$ cat config.mk
export PLATFORM = sky130hd
export DESIGN_NAME = sram_ctrl_flat
export DESIGN_NICKNAME = d
export VERILOG_FILES = /design/src/rtl/sram_ctrl_if.sv /design/src/rtl/sram_ctrl.sv /design/src/flat_wrapper.sv
export SDC_FILE = /design/constraint.sdc
export NUM_CORES = 1
export LEC_CHECK = 0
export CAP_MARGIN = 30
export CORE_MARGIN = 2
export CORE_UTILIZATION = 46
export CTS_CLUSTER_DIAMETER = 30
export DETAILED_ROUTE_END_ITERATION = 6
export PLACE_DENSITY_LB_ADDON = 0.3
export SLEW_MARGIN = 20
export SYNTH_ARGS = -nofsm -noshare
export SYNTH_HDL_FRONTEND = slang
export SYNTH_SLANG_ARGS = --single-unit
$ cat constraint.sdc
create_clock -name i_clk -period 4.11 [get_ports i_clk]
set_input_delay 0.822 -clock i_clk [delete_from_list [all_inputs] [get_ports i_clk]]
set_output_delay 0.822 -clock i_clk [all_outputs]
set_load 0.05 [all_outputs]
$ cat src/rtl/sram_ctrl_if.sv
// CPU-side bus of the SRAM timing stage: one request/ack cycle per transfer.
// The master drives the request, the slave (sram_ctrl) returns data and ack.
interface sram_ctrl_if;
  logic [15:0] i_addr;
  logic [7:0]  i_dat;
  logic [7:0]  o_dat;
  logic        i_we;
  logic        i_cs;
  logic        o_ack;
  logic [1:0]  i_bank;

  modport master (output i_addr, i_dat, i_we, i_cs, i_bank, input o_dat, o_ack);
  modport slave  (input i_addr, i_dat, i_we, i_cs, i_bank, output o_dat, o_ack);
endinterface

$ cat src/rtl/sram_ctrl.sv
// Sequences one CPU bus cycle into an asynchronous SRAM access:
// address setup, a wait-stretched strobe, data hold, then a registered ack.
module sram_ctrl #(
  parameter int unsigned RD_WAIT = 2,
  parameter int unsigned WR_WAIT = 2
) (
  input  logic        i_clk,
  input  logic        i_reset,
  sram_ctrl_if.slave  bus,
  output logic [17:0] o_sram_addr,
  output logic [7:0]  o_sram_dout,
  output logic        o_sram_doe,
  input  logic [7:0]  i_sram_din,
  output logic        o_sram_cs_n,
  output logic        o_sram_oe_n,
  output logic        o_sram_we_n
);

  typedef enum logic [2:0] {IDLE, SETUP, ACCESS, DONE, HOLD} state_t;

  state_t      state, state_nxt;
  logic        we_l, we_l_nxt;
  logic [3:0]  cnt, cnt_nxt;
  logic [17:0] addr_nxt;
  logic [7:0]  dout_nxt, dat_nxt;
  logic        ack_nxt, cs_n_nxt, oe_n_nxt, we_n_nxt, doe_nxt;

  // Every output is a register; the *_nxt values describe the state being entered.
  always_comb begin
    state_nxt = state;
    we_l_nxt  = we_l;
    cnt_nxt   = cnt;
    addr_nxt  = o_sram_addr;
    dout_nxt  = o_sram_dout;
    dat_nxt   = bus.o_dat;
    ack_nxt   = 1'b0;
    cs_n_nxt  = 1'b1;
    oe_n_nxt  = 1'b1;
    we_n_nxt  = 1'b1;
    doe_nxt   = 1'b0;
    case (state)
      IDLE: begin
        if (bus.i_cs) begin
          addr_nxt  = {bus.i_bank, bus.i_addr};
          dout_nxt  = bus.i_dat;
          we_l_nxt  = bus.i_we;
          state_nxt = SETUP;
          cs_n_nxt  = 1'b0;
          doe_nxt   = bus.i_we;
        end
      end
      SETUP: begin
        cnt_nxt   = we_l ? 4'(WR_WAIT) : 4'(RD_WAIT);
        state_nxt = ACCESS;
        cs_n_nxt  = 1'b0;
        oe_n_nxt  = we_l;
        we_n_nxt  = ~we_l;
        doe_nxt   = we_l;
      end
      ACCESS: begin
        cs_n_nxt = 1'b0;
        doe_nxt  = we_l;
        if (cnt == 4'd0) begin
          state_nxt = DONE;
          if (!we_l) dat_nxt = i_sram_din;
        end else begin
          cnt_nxt  = cnt - 4'd1;
          oe_n_nxt = we_l;
          we_n_nxt = ~we_l;
        end
      end
      DONE: begin
        state_nxt = HOLD;
        ack_nxt   = 1'b1;
      end
      HOLD: begin
        if (bus.i_cs) ack_nxt = 1'b1;
        else          state_nxt = IDLE;
      end
      default: state_nxt = IDLE;
    endcase
  end

  always_ff @(posedge i_clk or posedge i_reset) begin
    if (i_reset) begin
      state       <= IDLE;
      we_l        <= 1'b0;
      cnt         <= '0;
      o_sram_addr <= '0;
      o_sram_dout <= '0;
      bus.o_dat   <= '0;
      bus.o_ack   <= 1'b0;
      o_sram_cs_n <= 1'b1;
      o_sram_oe_n <= 1'b1;
      o_sram_we_n <= 1'b1;
      o_sram_doe  <= 1'b0;
    end else begin
      state       <= state_nxt;
      we_l        <= we_l_nxt;
      cnt         <= cnt_nxt;
      o_sram_addr <= addr_nxt;
      o_sram_dout <= dout_nxt;
      bus.o_dat   <= dat_nxt;
      bus.o_ack   <= ack_nxt;
      o_sram_cs_n <= cs_n_nxt;
      o_sram_oe_n <= oe_n_nxt;
      o_sram_we_n <= we_n_nxt;
      o_sram_doe  <= doe_nxt;
    end
  end

  // The wait counter is only 4 bits wide.
  assert property (@(posedge i_clk) (RD_WAIT <= 15) && (WR_WAIT <= 15))
    else $error("sram_ctrl: RD_WAIT/WR_WAIT must be in 0..15");

endmodule

$ cat src/flat_wrapper.sv
// flat-port wrapper written by rule: the top's interface ports become plain ports
module sram_ctrl_flat 
#(
  parameter int unsigned RD_WAIT = 2,
  parameter int unsigned WR_WAIT = 2
)
  (i_clk, i_reset, o_sram_addr, o_sram_dout, o_sram_doe, i_sram_din, o_sram_cs_n, o_sram_oe_n, o_sram_we_n, bus_i_addr, bus_i_dat, bus_i_we, bus_i_cs, bus_i_bank, bus_o_dat, bus_o_ack);
  sram_ctrl_if bus_i ();
  input  logic i_clk;
  input  logic i_reset;
  output logic [17:0] o_sram_addr;
  output logic [7:0] o_sram_dout;
  output logic o_sram_doe;
  input  logic [7:0] i_sram_din;
  output logic o_sram_cs_n;
  output logic o_sram_oe_n;
  output logic o_sram_we_n;
  input wire logic [$bits(bus_i.i_addr)-1:0] bus_i_addr;
  input wire logic [$bits(bus_i.i_dat)-1:0] bus_i_dat;
  input wire logic [$bits(bus_i.i_we)-1:0] bus_i_we;
  input wire logic [$bits(bus_i.i_cs)-1:0] bus_i_cs;
  input wire logic [$bits(bus_i.i_bank)-1:0] bus_i_bank;
  output wire logic [$bits(bus_i.o_dat)-1:0] bus_o_dat;
  output wire logic [$bits(bus_i.o_ack)-1:0] bus_o_ack;
  assign bus_i.i_addr = bus_i_addr;
  assign bus_i.i_dat = bus_i_dat;
  assign bus_i.i_we = bus_i_we;
  assign bus_i.i_cs = bus_i_cs;
  assign bus_i.i_bank = bus_i_bank;
  assign bus_o_dat = bus_i.o_dat;
  assign bus_o_ack = bus_i.o_ack;
  sram_ctrl #(.RD_WAIT(RD_WAIT), .WR_WAIT(WR_WAIT)) u_core (.i_clk(i_clk), .i_reset(i_reset), .bus(bus_i), .o_sram_addr(o_sram_addr), .o_sram_dout(o_sram_dout), .o_sram_doe(o_sram_doe), .i_sram_din(i_sram_din), .o_sram_cs_n(o_sram_cs_n), .o_sram_oe_n(o_sram_oe_n), .o_sram_we_n(o_sram_we_n));
endmodule
# Word-level counts from Yosys, hierarchy flattened
# Cells that the tools add are included.
[word_totals]
regBits = 47
word_cells = 45
out_inout_bits = 39
input_bits = 38
[op_classes]
n_mux = 16
n_eq_ne = 8
n_addsub = 1
bitwise = 1
n_reduce_logical = 8
[ops]
columns = ["cell", "count"]
rows = [
  ["$pmux 3 s5", 1],
  ["$pmux 1 s2", 5],
  ["$mux 3", 3],
  ["$pmux 4 s2", 1],
  ["$eq 3x2->1 const B", 2],
  ["$ne 2x2->1 const B", 3],
  ["$reduce_and 3->1", 2],
  ["$mux 1", 5],
  ["$logic_not 4->1", 1],
  ["$mux 4", 1],
  ["$reduce_and 2->1", 2],
  ["$sub 4x1->4 const B", 1],
  ["$eq 3x1->1 const B", 1],
  ["$eq 3x3->1 const B", 1],
  ["$logic_not 3->1", 1],
  ["$ne 2x1->1 const B", 1],
  ["$reduce_bool 2->1", 1],
  ["$reduce_or 2->1", 1],
  ["$not 1->1", 1],
]

# Logic depth before layout (Yosys ltp)
[logic_depth]
depth_word = 3
mapped_depth = 6
depth_no_buf = 5

# Worst setup path before layout
# Ideal clock, no wire load.
[synth_timing]
kind = "reg-to-reg"
start = "register u_core.cnt[0]"
end = "register u_core.bus.o_dat[0]"
n_path_buf = 1
setup_ps = 125
required_time_ps = 3985
setup_slack_ps = 2080
arrival_time_ps = 1905
path_stages_with_launch = 7
synth_period_minus_slack_ps = 2030
cell_sequence = "dfrtp_1 > inv_1 > ha_1 > or3b_1 > buf_2 > nor4_4 > mux2_2"
[synth_via]
elab_chain_len = 2
[synth_rtl]
columns = ["element", "line", "text"]
rows = [
  ["from (decl)", "sram_ctrl.sv:23", "logic [3:0] cnt, cnt_nxt;"],
  ["from (signal assigned)", "sram_ctrl.sv:100", "cnt <= cnt_nxt;"],
  ["$logic_not 4->1", "sram_ctrl.sv:63", "if (cnt == 4'd0) begin"],
  ["$reduce_and 3->1 (no line)", "-", ""],
  ["to (signal assigned)", "sram_ctrl.sv:103", "bus.o_dat <= dat_nxt;"],
  ["to (decl)", "sram_ctrl_if.sv:13", "modport slave (input i_addr, i_dat, i_we, i_cs, i_bank, output o_dat, o_ack);"],
]
# Every way passes these cells.
# A chain may end at the register's enable or synchronous reset.

# Worst setup path after layout
[layout_timing]
start = "register u_core.o_sram_cs_n"
end = "output o_sram_cs_n"
[layout_lines]
columns = ["element", "line", "text"]
rows = [
  ["from (decl)", "sram_ctrl.sv:14", "output logic o_sram_cs_n,"],
  ["from (signal assigned)", "sram_ctrl.sv:105", "o_sram_cs_n <= cs_n_nxt;"],
  ["to (decl)", "flat_wrapper.sv:15", "output logic o_sram_cs_n;"],
]
# No word-level cell between the ends.

==> run metrics <==
number of max-cap violations 0; min-delay worst type reg2reg; gpl congestion 0.815; die span in x just under 70 um; first-pass GRT wire length 6.55 mm; vias in the first global route 1392; CTS buffer count 5; Gates resized, CTS repair 0; Post-synth EDFFs 0; initial drt markers 56; count leader, synth dfrtp_1; layout cells sized above 1 23.6%; Global Route met2 Usage 32.1%; crit-path cells clkdlybuf4s50_1; Syn Area/Cell 14.0 um2; CP bufs+invs 1; met3 usage 7.47%; Power Density 946 nW/um2; Critical Path Start Type register; Inst Count DP 257; CP max FO 1; post-route setup TNS 0 ps; synthesis-stage register bit count 47; root buffer cell clkbuf_8; ANT nets after route 0; Yosys top cell by area dfrtp_1; initial core utilization 48.1%; Post-CTS Hold Buffers 0; CTS tree done; Max Clock Skew about 8.7 ps; DR vias/cell between 5 and 6; core area 4000 um2; final net count 255; DR DRC count 0; critical path class reg2out; Final HPWL DP 3.16 mm; Yosys cell types 31; die area 4710 um2; Synth area leaders dfrtp_1, mux2_2, dfstp_2; max-slew violations 0; clk slew on worst S/H paths roughly 80 ps; pin count of the biggest net entering global routing 48; RSZ-0062 raised after global routing false; Worst EP arrival 1600 ps; Synth top area share 57.3%; Setup Viol. Count Final 0; Filler cells between 200 and 300; Ant. Diodes 0; Die H between 60 and 70 um; crit share post-route about three fifths; clock latency on the worst-skew pair 300 ps; WP data required about 3300 ps; post-layout min period around 2400 ps; Top-Level Pins 77; Leak 1.16 nW; CP top delay family buffers and inverters; setup bufs post-CTS 0; initial antenna violation count 0; WL final 4.21 mm; total power around 2.7 mW; First-pass DRT Iterations 4; Max VDD drop 0.000594 V; non-filler instance count after layout ~270; total congestion overflow 0; Netlist Area Pre-Place 1920 um2; yosys warns 0; Cells after Synth between 100 and 150; fmax 0.412 GHz; Slowest cell on crit path clkdlybuf4s50_1; CP peak stage delay 790 ps; Post-synth top flop dfrtp_1; Synth async-reset ratio between 90% and 100%; CP Capture Type primary output; status finished clean; Wirelength per Cell 15.8 um; worst slew pin tran 558 ps; GRT Total Usage 19.4%; clock buffer depth 2; CTS sink cnt 47; post-synthesis sequential area ratio just over 60%; num rows 23; Final Hold Viols 0; hold_ws 511 ps; most instantiated cells after synthesis dfrtp_1, mux2_2, nor2_1; max_slew headroom between 60 and 70%; area grow syn2layout 47.4%; # H-tree levels 2; global routing's busiest layer met2; Mapped Nets 177; Vias 1372; met1 usage 23.4%; I/O Buffers between 70 and 80
## layer usage
| layer | share of wire (%) | up-vias | wire length [um] |
|---|---|---|---|
| met5 | 0 | - | 0 |
| met3 | 5.7 | 6 | 240 |
| met2 | 53 | 42 | 2250 |
| met1 | 40 | 675 | 1680 |
| li1 | - | 649 | - |
| met4 | 1.0 | 0 | 42 |
## path summary, 6_finish.rpt
| check | from | to | slack [ps] | cells past startpoint |
|---|---|---|---|---|
| hold / removal | u_core.o_sram_addr[6]$_DFFE_PP0P_ | u_core.o_sram_addr[6]$_DFFE_PP0P_ | 510 | 1 |
| max in group asynchronous | i_reset | u_core.o_sram_oe_n$_DFF_PP1_ | 2730 | 3 |
| min in group asynchronous | i_reset | u_core.o_sram_dout[0]$_DFFE_PP0P_ | 820 | 2 |
| setup / recovery | u_core.o_sram_cs_n$_DFF_PP1_ | o_sram_cs_n | 1680 | 1 |
| hold reg to reg | u_core.o_sram_addr[6]$_DFFE_PP0P_ | u_core.o_sram_addr[6]$_DFFE_PP0P_ | 510 | 1 |
| setup reg to reg | u_core.cnt[0]$_DFFE_PP0P_ | u_core.bus.o_dat[1]$_DFFE_PP0P_ | 1810 | 5 |
## kinds of logic (layout without fill, tap and decap cells)
group / Yosys count / in the layout / synth area share, %
multiplexers: 35 / 35 / 20.5
flip-flops: 47 / 47 / 61.4
buffers and inverters: 12 / 91 / 2.60
adder cells (fa/ha/maj): 2 / 2 / 1.30
AO/OA/AOI/OAI: 16 / 16 / 5.99
AND/OR/NAND/NOR: 25 / 25 / 8.26
## area by class of cell
class / instances / area (um2) / share of cell area [%]
clock inverters: 1 / 5.00 / 0.177
inverters: 4 / 15.0 / 0.530
multi-input cells: 78 / 699 / 24.7
well taps: 50 / 62.6 / 2.21
flip-flops and latches: 47 / 1180 / 41.6
repair buffers: 79 / 796 / 28.1
clock buffers: 7 / 76.3 / 2.69
## cells in the final DEF, fill, tap and decap left out, types with 2 or more instances in the layout
| master | n |
|---|---|
| clkbuf_1 | 2 |
| a31oi_1 | 2 |
| buf_4 | 2 |
| nor2b_1 | 3 |
| nor2_1 | 5 |
| nand3_1 | 2 |
| nor3_1 | 3 |
| a32o_1 | 2 |
| a21oi_1 | 3 |
| mux2_2 | 35 |
| ha_1 | 2 |
| dfstp_2 | 3 |
| dfrtp_1 | 44 |
| nand2b_1 | 4 |
| clkdlybuf4s50_1 | 76 |
| clkbuf_8 | 5 |
| o21ai_0 | 2 |
| inv_1 | 3 |
## through the flow
step	worst slack, ps	area (um2)	util [%]
floorplan	2080	1920	-
global placement	1740	2730	68.3
detailed placement	1700	2730	68.3
CTS	1670	2810	70.3
global route	1650	2830	70.8
finish	1680	2830	70.8
## report_power, final
group	switching [mW]	internal, mW
combinational	0.957	0.608
sequential	0.168	0.688
clock	0.142	0.119
total	1.27	1.41
## state kept, by name, indices dropped and copies added, names as in the netlist
register            cells
u_core.o_sram_we_n      1
u_core.bus.o_ack        1
u_core.o_sram_dout      8
u_core.o_sram_oe_n      1
u_core.o_sram_addr     18
u_core.cnt              4
u_core.we_l             1
u_core.state            3
u_core.o_sram_cs_n      1
u_core.o_sram_doe       1
u_core.bus.o_dat        8
Power figures use the tool's default switching activity.
==> variant (same flow settings) <==
Re-encode `state_t` (5 states) as one-hot, 5 bits wide.
--- a/src/rtl/sram_ctrl.sv
+++ b/src/rtl/sram_ctrl.sv
@@ -16,7 +16,7 @@
   output logic        o_sram_we_n
 );
 
-  typedef enum logic [2:0] {IDLE, SETUP, ACCESS, DONE, HOLD} state_t;
+  typedef enum logic [4:0] {IDLE = 5'b00001, SETUP = 5'b00010, ACCESS = 5'b00100, DONE = 5'b01000, HOLD = 5'b10000} state_t;
 
   state_t      state, state_nxt;
   logic        we_l, we_l_nxt;
Function: no difference found for any inputs over 10 cycles, from zero or initial values and one cycle with i_reset high; not proved beyond that.
==> variant against the unedited design <==
- register-to-register slack better by 0.47 ns
- fmax is 1.0% lower
- routed wire length is 1.6% lower
- setup slack worse by 0.026 ns
- power is 3.8% lower
- count of clock-buffer cells in the layout is 2 lower
- critical path depth stayed put
- synthesized area is 1.2% higher
- sequential cell count is 2 higher
- design area is 0.57% higher
- critical path type unchanged
- largest power group unchanged
==> variant: results <==
set metrics [dict create \
    outcome "finished, final reports clean" \
    dpl_worst_slack_ns 1.727 \
    buffers 77 \
    synthesis.nets 173 \
    routed_via_density 5.189 \
    p_leak_nw 1.203 \
    placedCellCount 256 \
    first_iter_violations 44 \
    synth_seq_area_share_pct 63.24 \
    dpl.hpwl_mm 3.034 \
    compound_gate_portion_of_the_synthesized_area_pct 4.756 \
    area_fraction_of_clock_buffers_and_clock_inverters_pct 3.292 \
    grtUsageTotal_pct 18.27 \
    cts.sink_count 49 \
    post_synth_xor_area_fraction_pct 0.4499 \
    met2WireLength_mm 2.154 \
    met3WireLength_um 254 \
    synth.avg_cell_area_sq_um 14.64 \
    buf_share_pct 26.95 \
    global_route.usage.met2_pct 30.77 \
    synth.top_cells.by_area "sky130_fd_sc_hd__dfrtp_1 58%, sky130_fd_sc_hd__mux2_2 21%, sky130_fd_sc_hd__dfstp_2 5.4%" \
    power_density_nw_per_um2 904.8 \
    synth_mux_area_share_pct 20.82 \
    grt_start_max_net_pins 50 \
    timing.clock.skew_ns 0.009831 \
    design.final.nets 253 \
    grt_pass1_wl_mm 6.941 \
    critical_path_arrival_ns 1.63 \
    place.gp.congestion 0.7235 \
    die_x_um 69.06 \
    placement.cell_area_sq_um 2755 \
    wl_per_cell_um 15.70 \
    synth.lib_cells_used.distinct 28 \
    grt_pass1_vias 1472 \
    placement.io_buffers 76 \
    synth_fa_ha_area_share_pct 1.285 \
    final.signal_inverter_count 6 \
    met3_usage_pct 5.409 \
    ff_latch_area_sq_um 1231 \
    num_vias 1370 \
    synthTopCellsByCount "45 x sky130_fd_sc_hd__dfrtp_1, 36 x sky130_fd_sc_hd__mux2_2, 7 x sky130_fd_sc_hd__nor2_1" \
    clock_buffers 5 \
]
-- variant: cell count changes in the layout (fill, tap and decap cells not counted), sizes merged, moves of 2 or more --
cell and delta:
a2111oi +2, a21oi -2, inv +2, nand2b -3, a32o -2, nor2 +2, buf -2, clkbuf -2
a22o +2, nand2 +2, nand4b +2
-- variant: final timing paths --
path	startpoint	end	slack [ns]	cells after the start
max in group asynchronous	i_reset	u_core.bus.o_ack	2.64	2
min in group asynchronous	i_reset	u_core.o_sram_dout[0]	0.99	2
hold / removal	u_core.o_sram_addr[13]	u_core.o_sram_addr[13]	0.51	1
setup / recovery	u_core.o_sram_oe_n	o_sram_oe_n	1.66	1
hold reg to reg	u_core.o_sram_addr[13]	u_core.o_sram_addr[13]	0.51	1
setup reg to reg	u_core.state[4]	u_core.bus.o_dat[6]	2.28	4
-- variant: where the power goes --
part	switching [mW]	total (mW)	internal (mW)
combinational	0.895	1.45	0.556
clock	0.163	0.286	0.123
sequential	0.138	0.842	0.704
total	1.20	2.58	1.38
